==> src/rtl/fetch_unit_pkg.sv <==
// Shared types and constants for the instruction-fetch stage.
//   PcWidth  : architectural PC / instruction width
//   NopInstr : instruction presented after reset (addi x0, x0, 0)
//   fetch_state_e : fetch FSM encoding
package fetch_unit_pkg;

  localparam int unsigned PcWidth = 32;
  localparam logic [PcWidth-1:0] NopInstr = 32'h0000_0013;

  typedef enum logic [1:0] {
    StBoot  = 2'd0,
    StReq   = 2'd1,
    StValid = 2'd2,
    StHalt  = 2'd3
  } fetch_state_e;

endpackage

==> src/rtl/fetch_unit_if.sv <==
// Signal bundle between the fetch stage and its surroundings (instruction memory,
// immediate extender, execute stage).
//   master : fetch_unit side (drives o_* signals, samples i_* signals)
//   slave  : environment side (memory / execute / extender)
interface fetch_unit_if;
  import fetch_unit_pkg::*;

  // Instruction memory handshake
  logic               o_ImemReq;
  logic [PcWidth-1:0] o_ImemAddr;
  logic               i_ImemAck;
  logic [PcWidth-1:0] i_ImemData;
  // Instruction towards execute / extender
  logic [PcWidth-1:0] o_Instr;
  logic               o_InstrValid;
  logic               i_Ready;
  // Next-PC control from execute
  logic               i_PCSrc;
  logic               i_JalrSel;
  logic [PcWidth-1:0] i_ImmExt;
  logic [PcWidth-1:0] i_ALUResult;
  // PC and status
  logic [PcWidth-1:0] o_PC;
  logic [PcWidth-1:0] o_PCPlus4;
  logic               o_Misalign;
  logic               o_BusErr;

  modport master (
    output o_ImemReq, o_ImemAddr, o_Instr, o_InstrValid, o_PC, o_PCPlus4, o_Misalign, o_BusErr,
    input  i_ImemAck, i_ImemData, i_Ready, i_PCSrc, i_JalrSel, i_ImmExt, i_ALUResult
  );

  modport slave (
    input  o_ImemReq, o_ImemAddr, o_Instr, o_InstrValid, o_PC, o_PCPlus4, o_Misalign, o_BusErr,
    output i_ImemAck, i_ImemData, i_Ready, i_PCSrc, i_JalrSel, i_ImmExt, i_ALUResult
  );

endinterface

==> src/rtl/fetch_unit_next_pc_sel.sv <==
// Combinational next-PC selection.
//   pc_i         : current PC
//   pc_src_i     : take branch/jump target instead of PC+4
//   jalr_sel_i   : with pc_src_i, use the JALR target
//   imm_ext_i    : extended immediate (PC-relative offset)
//   alu_result_i : rs1+imm sum for JALR
//   pc_plus4_o   : pc_i + 4
//   next_pc_o    : selected next PC (modulo 2^32)
//   misalign_o   : next_pc_o is not word-aligned
module fetch_unit_next_pc_sel
  import fetch_unit_pkg::*;
(
  input  logic [PcWidth-1:0] pc_i,
  input  logic               pc_src_i,
  input  logic               jalr_sel_i,
  input  logic [PcWidth-1:0] imm_ext_i,
  input  logic [PcWidth-1:0] alu_result_i,
  output logic [PcWidth-1:0] pc_plus4_o,
  output logic [PcWidth-1:0] next_pc_o,
  output logic               misalign_o
);

  always_comb begin
    pc_plus4_o = pc_i + PcWidth'(4);
    if (!pc_src_i) begin
      next_pc_o = pc_plus4_o;
    end else if (!jalr_sel_i) begin
      next_pc_o = pc_i + imm_ext_i;
    end else begin
      // JALR clears bit 0 of the computed target
      next_pc_o = alu_result_i & ~PcWidth'(1);
    end
    misalign_o = |next_pc_o[1:0];
  end

endmodule

==> src/rtl/fetch_unit.sv <==
// Instruction-fetch stage: holds the PC, fetches one instruction per request over a
// req/ack handshake, presents it to execute and steps the PC on i_Ready.
//   i_clk   : clock, rising edge
//   i_rst_n : asynchronous active-low reset
//   bus     : fetch_unit_if master modport (memory handshake, instruction, next-PC
//             control, PC outputs, sticky Misalign / BusErr flags)
// Parameters:
//   RESET_PC   : PC after reset (word-aligned)
//   WAIT_LIMIT : REQ cycles without ack before declaring a bus error (1..1023)
module fetch_unit
  import fetch_unit_pkg::*;
#(
  parameter logic [PcWidth-1:0] RESET_PC   = 32'h0000_0000,
  parameter int unsigned        WAIT_LIMIT = 255
) (
  input logic          i_clk,
  input logic          i_rst_n,
  fetch_unit_if.master bus
);

  localparam int unsigned CntWidth = 10;
  localparam logic [CntWidth-1:0] WaitLimit = CntWidth'(WAIT_LIMIT);

  fetch_state_e        state_q, state_d;
  logic [PcWidth-1:0]  pc_q, pc_d;
  logic [PcWidth-1:0]  instr_q, instr_d;
  logic                misalign_q, misalign_d;
  logic                bus_err_q, bus_err_d;
  logic [CntWidth-1:0] wait_cnt_q, wait_cnt_d;

  logic [PcWidth-1:0]  pc_plus4;
  logic [PcWidth-1:0]  next_pc;
  logic                next_misalign;

  fetch_unit_next_pc_sel u_next_pc_sel (
    .pc_i         (pc_q),
    .pc_src_i     (bus.i_PCSrc),
    .jalr_sel_i   (bus.i_JalrSel),
    .imm_ext_i    (bus.i_ImmExt),
    .alu_result_i (bus.i_ALUResult),
    .pc_plus4_o   (pc_plus4),
    .next_pc_o    (next_pc),
    .misalign_o   (next_misalign)
  );

  always_comb begin
    state_d    = state_q;
    pc_d       = pc_q;
    instr_d    = instr_q;
    misalign_d = misalign_q;
    bus_err_d  = bus_err_q;
    wait_cnt_d = wait_cnt_q;

    unique case (state_q)
      // Single settle cycle after reset; any ack here is deliberately ignored.
      StBoot: state_d = StReq;

      StReq: begin
        if (bus.i_ImemAck) begin
          instr_d    = bus.i_ImemData;
          wait_cnt_d = '0;
          state_d    = StValid;
        end else begin
          wait_cnt_d = wait_cnt_q + CntWidth'(1);
          if (wait_cnt_q + CntWidth'(1) == WaitLimit) begin
            bus_err_d = 1'b1;
            state_d   = StHalt;
          end
        end
      end

      StValid: begin
        if (bus.i_Ready) begin
          if (next_misalign) begin
            // PC is kept so the faulting instruction's address stays visible
            misalign_d = 1'b1;
            state_d    = StHalt;
          end else begin
            pc_d    = next_pc;
            state_d = StReq;
          end
        end
      end

      StHalt: state_d = StHalt;
    endcase
  end

  always_ff @(posedge i_clk or negedge i_rst_n) begin
    if (!i_rst_n) begin
      state_q    <= StBoot;
      pc_q       <= RESET_PC;
      instr_q    <= NopInstr;
      misalign_q <= 1'b0;
      bus_err_q  <= 1'b0;
      wait_cnt_q <= '0;
    end else begin
      state_q    <= state_d;
      pc_q       <= pc_d;
      instr_q    <= instr_d;
      misalign_q <= misalign_d;
      bus_err_q  <= bus_err_d;
      wait_cnt_q <= wait_cnt_d;
    end
  end

  // Req and valid decode straight from the state register, so both clear the
  // instant reset asserts and valid drops the cycle after i_Ready is taken.
  assign bus.o_ImemReq    = (state_q == StReq);
  assign bus.o_ImemAddr   = pc_q;
  assign bus.o_Instr      = instr_q;
  assign bus.o_InstrValid = (state_q == StValid);
  assign bus.o_PC         = pc_q;
  assign bus.o_PCPlus4    = pc_plus4;
  assign bus.o_Misalign   = misalign_q;
  assign bus.o_BusErr     = bus_err_q;

endmodule

==> src/flat_wrapper.sv <==
// flat-port wrapper written by rule: the top's interface ports become plain ports
module fetch_unit_flat import fetch_unit_pkg::*;
#(
  parameter logic [PcWidth-1:0] RESET_PC   = 32'h0000_0000,
  parameter int unsigned        WAIT_LIMIT = 255
)
  (i_clk, i_rst_n, bus_o_ImemReq, bus_o_ImemAddr, bus_o_Instr, bus_o_InstrValid, bus_o_PC, bus_o_PCPlus4, bus_o_Misalign, bus_o_BusErr, bus_i_ImemAck, bus_i_ImemData, bus_i_Ready, bus_i_PCSrc, bus_i_JalrSel, bus_i_ImmExt, bus_i_ALUResult);
  fetch_unit_if bus_i ();
  input logic i_clk;
  input logic i_rst_n;
  output wire logic [$bits(bus_i.o_ImemReq)-1:0] bus_o_ImemReq;
  output wire logic [$bits(bus_i.o_ImemAddr)-1:0] bus_o_ImemAddr;
  output wire logic [$bits(bus_i.o_Instr)-1:0] bus_o_Instr;
  output wire logic [$bits(bus_i.o_InstrValid)-1:0] bus_o_InstrValid;
  output wire logic [$bits(bus_i.o_PC)-1:0] bus_o_PC;
  output wire logic [$bits(bus_i.o_PCPlus4)-1:0] bus_o_PCPlus4;
  output wire logic [$bits(bus_i.o_Misalign)-1:0] bus_o_Misalign;
  output wire logic [$bits(bus_i.o_BusErr)-1:0] bus_o_BusErr;
  input wire logic [$bits(bus_i.i_ImemAck)-1:0] bus_i_ImemAck;
  input wire logic [$bits(bus_i.i_ImemData)-1:0] bus_i_ImemData;
  input wire logic [$bits(bus_i.i_Ready)-1:0] bus_i_Ready;
  input wire logic [$bits(bus_i.i_PCSrc)-1:0] bus_i_PCSrc;
  input wire logic [$bits(bus_i.i_JalrSel)-1:0] bus_i_JalrSel;
  input wire logic [$bits(bus_i.i_ImmExt)-1:0] bus_i_ImmExt;
  input wire logic [$bits(bus_i.i_ALUResult)-1:0] bus_i_ALUResult;
  assign bus_o_ImemReq = bus_i.o_ImemReq;
  assign bus_o_ImemAddr = bus_i.o_ImemAddr;
  assign bus_o_Instr = bus_i.o_Instr;
  assign bus_o_InstrValid = bus_i.o_InstrValid;
  assign bus_o_PC = bus_i.o_PC;
  assign bus_o_PCPlus4 = bus_i.o_PCPlus4;
  assign bus_o_Misalign = bus_i.o_Misalign;
  assign bus_o_BusErr = bus_i.o_BusErr;
  assign bus_i.i_ImemAck = bus_i_ImemAck;
  assign bus_i.i_ImemData = bus_i_ImemData;
  assign bus_i.i_Ready = bus_i_Ready;
  assign bus_i.i_PCSrc = bus_i_PCSrc;
  assign bus_i.i_JalrSel = bus_i_JalrSel;
  assign bus_i.i_ImmExt = bus_i_ImmExt;
  assign bus_i.i_ALUResult = bus_i_ALUResult;
  fetch_unit #(.RESET_PC(RESET_PC), .WAIT_LIMIT(WAIT_LIMIT)) u_core (.i_clk(i_clk), .i_rst_n(i_rst_n), .bus(bus_i));
endmodule
==> config.mk <==
export PLATFORM = sky130hd
export DESIGN_NAME = fetch_unit_flat
export DESIGN_NICKNAME = d
export VERILOG_FILES = /design/src/rtl/fetch_unit_pkg.sv /design/src/rtl/fetch_unit_if.sv /design/src/rtl/fetch_unit_next_pc_sel.sv /design/src/rtl/fetch_unit.sv /design/src/flat_wrapper.sv
export SDC_FILE = /design/constraint.sdc
export NUM_CORES = 1
export LEC_CHECK = 0
export BUFFER_PORTS_ARGS = -buffer_cell sky130_fd_sc_hd__buf_2
export CAP_MARGIN = 20
export CORE_MARGIN = 4
export CORE_UTILIZATION = 50
export DETAILED_ROUTE_END_ITERATION = 6
export GPL_TIMING_DRIVEN = 0
export PLACE_DENSITY = 0.81
export SLEW_MARGIN = 20
export SYNTH_ARGS = -nofsm -noshare
export SYNTH_HDL_FRONTEND = slang
export SYNTH_SLANG_ARGS = --single-unit
==> constraint.sdc <==
create_clock -name i_clk -period 6.46 [get_ports i_clk]
set_input_delay 0 -clock i_clk [delete_from_list [all_inputs] [get_ports i_clk]]
set_output_delay 0 -clock i_clk [all_outputs]
set_load 0.03 [all_outputs]
==> metrics <==
max cap viols 0; Post-synth EDFFs 0; setup_tns 0 ns; post-route cell area 8570 µm²; top cells by count, synth 75 x dfrtp_1, 69 x nand2_1, 64 x o21ai_0; final-report max-slew violation count 0; count of cells resized by post-cts repair 0; Final Setup Violations 0; RSZ-0062 raised after global routing false; dpl cells 1138; # fillers 998; Mapped Avg Cell Area 8.73 µm²; delay-heaviest family, CP buffers and inverters; count of cell types in the netlist 75; sequential area share after synthesis 30.5%; top cell type's share of synthesized area 29.3%; Total Nets Final 1161; Worst-Margin Slew 0.849 ns; DR vias/cell 5.90; Area Growth Syn to Fin 33.6%; DRC Markers 2; # clock sinks 78; vias in the first global route 6688; fin util 68.2%; Rows 41; Root Buffer clkbuf_16; antenna cells 0; Buf/Inv on CP 2; DRT iter0 DRCs 688; area post-placement 7810 µm²; slowest CP cell clkbuf_1; first-pass GRT wire length 34600 µm; failing checks design-rule violations; status finished, violations left; CP endpoint kind register; Syn Nets 871; htree depth 3; core area 12600 µm²; flops & latches, synth 78; DR WL/cell 19.0 µm; worst skew pair latency 0.34 ns; TritonCTS clock tree done; Post-synth top flop dfrtp_1; Clock Skews 0.0113 ns; TritonRoute pass-1 iters 7; Post-synth ARST share 100%; ratio of total power to cell area 362 nW/µm²; gr ovfl total 0; crit start category register; crit-path cells ha_1, fa_1, nor3_1, o21ai_0, a21o_1, clkbuf_1, clkbuf_1, o21ai_0, o21a_1; Yosys top cell by area dfrtp_1; cts bufs inserted 9; main combinational cell family by area after synthesis compound AO/OA/AOI/OAI gates; minimum clock period 3.38 ns; clock-pin transition on the worst setup and hold timing paths 0.07 ns; critical path peak fanout 10; Worst EP required 6.69 ns; leak pwr 4.47 nW; GP Congestion 0.988; largest net degree at the start of global routing 51; CP max stage delay 0.58 ns; critical path class reg2reg; worst min path class in2reg; Slew HR 43.2%; adder-cell share of the synthesized area 6.95%; Ports 234; Design Power 3.10 mW; final cell count without fillers 1201; Die H 121 µm; dpl hpwl 16700 µm; Synth Area in XOR/XNOR 6.95%; Post-Synth Simple-Gate Area 17.7%; setup repair bufs after CTS 0; Die ar. 14700 µm²; via count 7086; Synth Area in Compound Gates 23.6%; crit share post-route 52.4%; initial antenna violation count 0; Post-DRT Antenna Nets 0; maximum buffer depth of the clock tree 2; port bufs 231; Critical Path AT 3.61 ns; fmax 296 MHz; most frequent cell after synthesis dfrtp_1; mux share of post-synthesis cell area 7.36%; Mapped Cells 734; final hold viol count 0; layout cell share with drive strength beyond 1 33.5%; Synth warnings 0; Syn Std Cell Area 6410 µm²; die width 121 µm; worst vdd ir 0.242 mV; top cells by area, synth dfrtp_1 29%, ha_1 6.6%, mux2_2 5.8%, o21ai_0 5.0%, buf_4 4.1%; starting density of the core 51.0%; drt total wl 22800 µm; Total Routing Usage GR 29.8%
==> sequential cells by signal, summed over array words and instances (netlist names) <==
register,flops
u_core.state_q,2
u_core.bus.o_Instr,32
u_core.wait_cnt_q,10
u_core.bus.o_ImemAddr,32
u_core.bus.o_BusErr,1
u_core.bus.o_Misalign,1
==> tightest hold or removal path, cell delays in order <==
cell and delay, ns:
buf_2 0.10, o22ai_1 0.10, a221oi_1 0.10
==> final timing paths <==
kind | startpoint | to | slack [ns] | depth (start not counted)
min in group asynchronous | i_rst_n | u_core.bus.o_ImemAddr[10] | 0.16 | 2
max in group asynchronous | i_rst_n | u_core.bus.o_Instr[0] | 5.63 | 3
hold reg to reg | u_core.bus.o_BusErr | u_core.bus.o_BusErr | 0.45 | 1
setup reg to reg | u_core.bus.o_ImemAddr[0] | u_core.bus.o_ImemAddr[26] | 3.08 | 9
hold / removal | bus_i_ALUResult[15] | u_core.bus.o_ImemAddr[15] | 0.002 | 3
setup / recovery | u_core.bus.o_ImemAddr[0] | u_core.bus.o_ImemAddr[26] | 3.08 | 9
==> cell usage in the layout (no fill, tap or decap), drive strengths merged, types with 17 or more instances in the layout <==
cell	n
inv	17
and3	23
nor3	17
clkbuf	31
xnor2	25
dlygate4sd3	47
o21ai	68
nand3	24
nand2	69
buf	275
ha	34
nor2	48
a21o	17
a21oi	49
mux2	33
dfrtp	75
xor2	25
==> power breakdown <==
part	switching [mW]	total [mW]	internal [mW]
logic	1.14	1.81	0.663
registers	0.186	0.811	0.625
clock network	0.222	0.486	0.264
total	1.55	3.10	1.55
==> cell families (layout without fill, tap and decap cells) <==
group,Yosys count,in the layout
flops,78,78
compound gates,227,227
fa+ha+maj,35,35
simple gates,221,221
mux,43,43
buf+inv,80,375
xor+xnor,50,50
==> metal layers <==
| layer | global-route usage (%) | share of wire, % | vias to the layer above |
|---|---|---|---|
| li1 | - | - | 3266 |
| met1 | 36.7 | 39 | 3345 |
| met2 | 51.0 | 48 | 411 |
| met3 | 5.97 | 8.9 | 64 |
| met4 | 11.9 | 3.7 | 0 |
| met5 | 0 | 0 | - |
==> per-stage QoR <==
stage,setup slack [ns],hold WS [ns]
after CTS,3.21,0.000672
final,3.08,0.00237
after floorplan,3.52,-0.296
after global placement,3.20,0.232
after detailed placement,3.21,-0.0289
after global routing,2.90,0.0224
==> area by class of cell <==
type                    count  area, µm²  share of cell area, %
inverters                  15       56.3                  0.657
clock inverters             7       57.6                  0.672
multi-input cells         576       4010                   46.8
repair buffers            279       1660                   19.3
clock buffers               9        225                   2.63
plain buffers              65        387                   4.51
flip-flops and latches     78       1960                   22.8
well taps                 172        215                   2.51
==> repair_timing <==
| item | 4_1_cts | 5_1_grt |
|---|---|---|
| hold buffers | 47 | 0 |
| endpoints found under the hold margin | 77 | 0 |
| endpoints found under the setup margin | 0 | 0 |
No activity file was read; power rests on OpenSTA's default activity.
